$ cat src/rtl/dmem_arbiter.sv
// Two-port data-memory arbiter: CPU memory stage (port 0) and loader/debug
// port (port 1) share one combinational-read datamem. Round-robin between
// contenders, with an optional lock that keeps ownership for a bounded run.
module dmem_arbiter #(
  parameter int EXT_WIDTH = 32,
  parameter int LOCK_MAX  = 16
) (
  input  logic                 clk,
  input  logic                 rst,
  input  logic                 req0,
  input  logic                 req1,
  input  logic                 we0,
  input  logic                 we1,
  input  logic [EXT_WIDTH-1:0] addr0,
  input  logic [EXT_WIDTH-1:0] addr1,
  input  logic [EXT_WIDTH-1:0] wdata0,
  input  logic [EXT_WIDTH-1:0] wdata1,
  input  logic                 lock0,
  input  logic                 lock1,
  output logic                 gnt0,
  output logic                 gnt1,
  output logic                 rvalid0,
  output logic                 rvalid1,
  output logic [EXT_WIDTH-1:0] rdata0,
  output logic [EXT_WIDTH-1:0] rdata1,
  output logic [EXT_WIDTH-1:0] mem_A,
  output logic [EXT_WIDTH-1:0] mem_WD,
  output logic                 mem_WE,
  input  logic [EXT_WIDTH-1:0] mem_RD
);

  localparam int CNT_W = $clog2(LOCK_MAX + 1);

  typedef enum logic [1:0] {IDLE, OWN0, OWN1} state_t;

  state_t           state;
  logic             rr;          // index of the requester that won last
  logic [CNT_W-1:0] lock_cnt;    // grants so far in the current locked run
  logic [CNT_W-1:0] cnt_inc;
  logic             gnt0_raw;
  logic             gnt1_raw;
  logic             rvalid0_p1;
  logic             rvalid1_p1;

  assign cnt_inc = lock_cnt + CNT_W'(1);

  // Grant decision: owner-only while locked, otherwise the requester rr does not name.
  always_comb begin
    gnt0_raw = 1'b0;
    gnt1_raw = 1'b0;
    unique case (state)
      OWN0:    gnt0_raw = req0;
      OWN1:    gnt1_raw = req1;
      default: begin
        if (req0 && req1) begin
          gnt0_raw = rr;
          gnt1_raw = ~rr;
        end else begin
          gnt0_raw = req0;
          gnt1_raw = req1;
        end
      end
    endcase
  end

  // Reset blanks the grants in the same cycle so nothing reaches the memory.
  assign gnt0 = gnt0_raw & ~rst;
  assign gnt1 = gnt1_raw & ~rst;

  // Memory-side mux of the granted requester; all zero when idle.
  always_comb begin
    mem_A  = '0;
    mem_WD = '0;
    mem_WE = 1'b0;
    if (gnt0) begin
      mem_A  = addr0;
      mem_WD = wdata0;
      mem_WE = we0;
    end else if (gnt1) begin
      mem_A  = addr1;
      mem_WD = wdata1;
      mem_WE = we1;
    end
  end

  // Ownership FSM with round-robin pointer and bounded lock run length.
  always_ff @(posedge clk) begin
    if (rst) begin
      state    <= IDLE;
      rr       <= 1'b1;
      lock_cnt <= '0;
    end else begin
      unique case (state)
        IDLE: begin
          lock_cnt <= '0;
          if (gnt0) begin
            rr <= 1'b0;
            if (lock0 && (LOCK_MAX > 1)) begin
              state    <= OWN0;
              lock_cnt <= CNT_W'(1);
            end
          end else if (gnt1) begin
            rr <= 1'b1;
            if (lock1 && (LOCK_MAX > 1)) begin
              state    <= OWN1;
              lock_cnt <= CNT_W'(1);
            end
          end
        end
        OWN0: begin
          // Leaving with rr=0 at the run limit lets a waiting port 1 win next.
          rr <= 1'b0;
          if (gnt0 && lock0 && (cnt_inc != CNT_W'(LOCK_MAX))) begin
            lock_cnt <= cnt_inc;
          end else begin
            state    <= IDLE;
            lock_cnt <= '0;
          end
        end
        OWN1: begin
          rr <= 1'b1;
          if (gnt1 && lock1 && (cnt_inc != CNT_W'(LOCK_MAX))) begin
            lock_cnt <= cnt_inc;
          end else begin
            state    <= IDLE;
            lock_cnt <= '0;
          end
        end
        default: begin
          state    <= IDLE;
          lock_cnt <= '0;
        end
      endcase
    end
  end

  // Read return stage: capture mem_RD on a granted read, pulse valid next cycle.
  always_ff @(posedge clk) begin
    if (rst) begin
      rvalid0_p1 <= 1'b0;
      rvalid1_p1 <= 1'b0;
      rdata0     <= '0;
      rdata1     <= '0;
    end else begin
      rvalid0_p1 <= gnt0 & ~we0;
      rvalid1_p1 <= gnt1 & ~we1;
      if (gnt0 && !we0) rdata0 <= mem_RD;
      if (gnt1 && !we1) rdata1 <= mem_RD;
    end
  end

  // A read granted just before reset must not report valid during the reset cycle.
  assign rvalid0 = rvalid0_p1 & ~rst;
  assign rvalid1 = rvalid1_p1 & ~rst;

endmodule

$ cat config.mk
export PLATFORM = sky130hd
export DESIGN_NAME = dmem_arbiter
export DESIGN_NICKNAME = d
export VERILOG_FILES = /design/src/rtl/dmem_arbiter.sv
export SDC_FILE = /design/constraint.sdc
export NUM_CORES = 1
export LEC_CHECK = 0
export ABC_AREA = 1
export CAP_MARGIN = 20
export CORE_AREA = 2 2 117 119
export CTS_BUF_LIST = sky130_fd_sc_hd__clkbuf_16
export DETAILED_ROUTE_END_ITERATION = 6
export DIE_AREA = 0 0 119 121
export HOLD_SLACK_MARGIN = 0.03
export PLACE_DENSITY_LB_ADDON = 0.12
export SLEW_MARGIN = 10
export SYNTH_ARGS = -nofsm -noshare
export SYNTH_HDL_FRONTEND = slang
export SYNTH_SLANG_ARGS = --single-unit
export TNS_END_PERCENT = 30
$ cat constraint.sdc
create_clock -name clk -period 2.8 [get_ports clk]
set_input_delay 0.56 -clock clk [delete_from_list [all_inputs] [get_ports clk]]
set_output_delay 0.56 -clock clk [all_outputs]
set_load 0.005 [all_outputs]
==> results <==
-- Yosys cell counts (8+ instances only) --
cell type and count:
inv_1 13, o21ai_0 24, o21ai_1 10, clkbuf_1 17, buf_2 12, nand3_1 68, a21oi_2 28, dfxtp_1 74
nand2_2 30, a21oi_1 8, nor2_1 78, nand2_1 183
-- worst max path at each step --
| stage | startpoint | end | cells after the start |
|---|---|---|---|
| 3_5_place_dp | req0 | mem_A[4] | 9 |
| 5_1_grt | state[1]$_SDFFE_PP0P_ | mem_A[1] | 11 |
| 6_report | state[0]$_SDFFE_PP0P_ | mem_A[15] | 12 |
| 2_1_floorplan | state[1]$_SDFFE_PP0P_ | mem_A[13] | 10 |
| 4_1_cts | state[0]$_SDFFE_PP0P_ | mem_A[19] | 11 |
| 3_3_place_gp | req0 | mem_WD[22] | 9 |
-- flip-flops by register name, summed over array words and instances (netlist names) --
name	cells
lock_cnt	5
rdata0	32
rvalid0_p1	1
rr	1
state	2
rdata1	32
rvalid1_p1	1
-- through the flow --
| step | setup TNS, ns | total power, mW | instance area (um2) | utilization [%] | std cells |
|---|---|---|---|---|---|
| CTS | -1.75 | 4.65 | 7530 | 57.6 | 1057 |
| global placement | -7.86 | 3.39 | 7100 | 54.2 | 1033 |
| global route | -0.00109 | 5.01 | 7790 | 59.6 | 1067 |
| detailed placement | -10.84 | 3.43 | 7100 | 54.2 | 1033 |
| floorplan | 0 | 2.20 | 3910 | - | 579 |
| finish | 0 | 4.69 | 7790 | 59.6 | 1067 |
-- what timing repair did --
item	4_1_cts	5_1_grt
buffers inserted	5	7
setup endpoints to repair	67	59
pin swaps	5	3
gates cloned	3	3
gates resized for setup	39	68
-- layer usage --
metal / global-route usage, % / part of all wire (%)
met5: 0 / 0.075
met4: 5.13 / 1.4
met3: 9.35 / 9.4
met2: 38.9 / 50
met1: 25.1 / 39
-- kinds of logic (layout without fill, tap and decap cells) --
kind of cell,Yosys count,in the layout
AOI/OAI and AO/OA,71,71
DFF,74,74
buffers and inverters,57,369
and+or+nand+nor,371,371
xor gates and xnor gates,1,1
adders and majority gates,5,5
-- worst register-to-register path, delay by kind of cell, from the launching register on --
family / cells / cell delay [ns]
AO/OA/AOI/OAI: 1 / 0.15
adder cells (fa/ha/maj): 1 / 0.28
buffers and inverters: 5 / 0.78
flip-flops: 1 / 0.33
AND/OR/NAND/NOR: 4 / 0.58
-- cell type report --
| class | count | area, um2 | area share (%) |
|---|---|---|---|
| multi-input cells | 448 | 2150 | 27.5 |
| well taps | 176 | 220 | 2.83 |
| clock inverters | 7 | 46.3 | 0.594 |
| clock buffers | 9 | 225 | 2.89 |
| inverters | 16 | 80.1 | 1.03 |
| flip-flops and latches | 74 | 1480 | 19.0 |
| repair buffers | 337 | 3590 | 46.1 |
-- report_power, final --
group	total [mW]	internal [mW]	leakage [nW]	switching, mW
Clock	1.04	0.597	0.133	0.444
Combinational	2.40	1.30	3.20	1.10
Sequential	1.25	1.18	0.602	0.0664
==> reports/qor.csv <==
stage,metric,value,unit
yosys,synthArstFlopShare,0,%
sta,fmax,375,MHz
clocking,root_buffer,clkbuf_16,
yosys,synth_ff_type,dfxtp_1,
clocking,cts_sinks,74,
setup_path,cpPeakStageDelay,0.33,ns
grt,antenna_found_initial,1,
sta,worstMarginPinSlew,0.553,ns
worst_hold_path,hold_start,rdata0[3]$_SDFFE_PP0P_,
detailed_routing,wirelength,17.2,mm
final_layout,nFillCells,1187,
final_layout,layout_commonest_cell,clkdlybuf4s50_1,
sta,final_hold_viol_count,0,
die,die_y,121,um
sta,hold_ws,0.471,ns
grt,grt_max_degree,39,
placed_design,portBuffers,300,
die,coreArea,13100,um2
clocking,cts_buffer_depth,2,
yosys,synth-simple-area-share,40.7,%
die,die-area,14400,um2
yosys,synth.cell_area,3910,um2
grt,grt_pass1_wl,25.4,mm
detailed_routing,viasPerCell,4.61,
setup_path,crit_chain,inv_2 > ha_4 > inv_4 > nor2_2 > nor2_4 > nand2_2 > buf_12 > buf_4 > clkbuf_16 > nand3_1 > nand2_1 > clkdlybuf4s15_1,
yosys,synth_fa_ha_area_share,1.60,%
sta,setup_viol,0,
final_layout,nets,1059,
grt,first_global_vias,4810,
detailed_routing,first_pass_iters,4,
detailed_routing,wl_per_cell,16.2,um
sta,setup_ws,0.137,ns
setup_path,rr_worst_depth,11,
worst_hold_path,hold_path_end,rdata0[3]$_SDFFE_PP0P_,
setup_path,critPathArrivalTime,2.10,ns
placed_design,place_congestion,0.930,
clocking,cts_tree,built,
detailed_routing,drc,0,
setup_path,r2r_slack,0.61,ns
setup_path,rr_endpoint,rdata0[3]$_SDFFE_PP0P_,
detailed_routing,vias,4923,
clocking,cts_made_buffers,9,
sta,maxSlewHeadroom,63.1,%
power,ir_worst_vdd,0.397,mV
yosys,yosys_warnings,0,
setup_path,criticalPathCategory,reg2out,
setup_path,cp_top_family,buffers and inverters,
setup_path,endpoint_kind,primary output,
setup_path,start_kind,flip-flop,
yosys,synthTopCellsByArea,"dfxtp_1 38%, nand2_1 18%, nand3_1 8.7%",
placed_design,post-place-ws,-0.205,ns
clocking,clk_pin_slew,0.06,ns
sta,period_share,95.1,%
final_layout,layout_common_cells,"231 x clkdlybuf4s50_1, 182 x nand2_1, 75 x nor2_1",
detailed_routing,drt_iter0_markers,167,
sta,clock_skew,0.0140,ns
grt,overflow,0,
grt,grt_use_total,22.2,%
placed_design,dpl.hpwl,12.1,mm
setup_path,path_max_fanout,15,
yosys,synth_top_family_by_area,simple AND/OR/NAND/NOR gates,
flow_run,cap_viol_max_count,0,
yosys,synth_area_leader_cell,dfxtp_1,
outcome,status,finished clean,
yosys,synth_xor_area_share,0.224,%
detailed_routing,antenna_left,0,
final_layout,area_growth,99.4,%
worst_hold_path,min_path_type,reg2reg,
final_layout,diodes,0,
yosys,synthCells,579,
yosys,syn_nets,752,
yosys,synth_seq_cells,74,
setup_path,cp_slowest_cell,dfxtp_2,
yosys,synth_compound_area_share,11.8,%
sta,final_max_slew_viol_count,0,
die,initial_utilization,29.9,%
power,p_leak,3.93,nW
clocking,hold_buffers,0,
die,fp.dieW,119,um
setup_path,path_buf_inv,6,
power,p_per_area,602,nW/um2
setup_path,required,2.24,ns
yosys,synthMuxAreaShare,0,%
sta,period_minus_slack,2.66,ns
die,placementRows,42,
clocking,h-tree-depth,3,
yosys,syn_avg_cell_area,6.75,um2
clocking,clock_latency,0.33,ns
yosys,synth-edff-count,0,
setup_path,r2r_start,state[0]$_SDFFE_PP0P_,
die,ios,301,
yosys,synth.distinct_cells,28,
final_layout,drive_above_1_share,14.5,%
yosys,synth-seq-area-share,37.9,%
worst_hold_path,hold_depth,2,
yosys,synth_top_area_share,37.9,%
(Power assumes the default switching activity.)
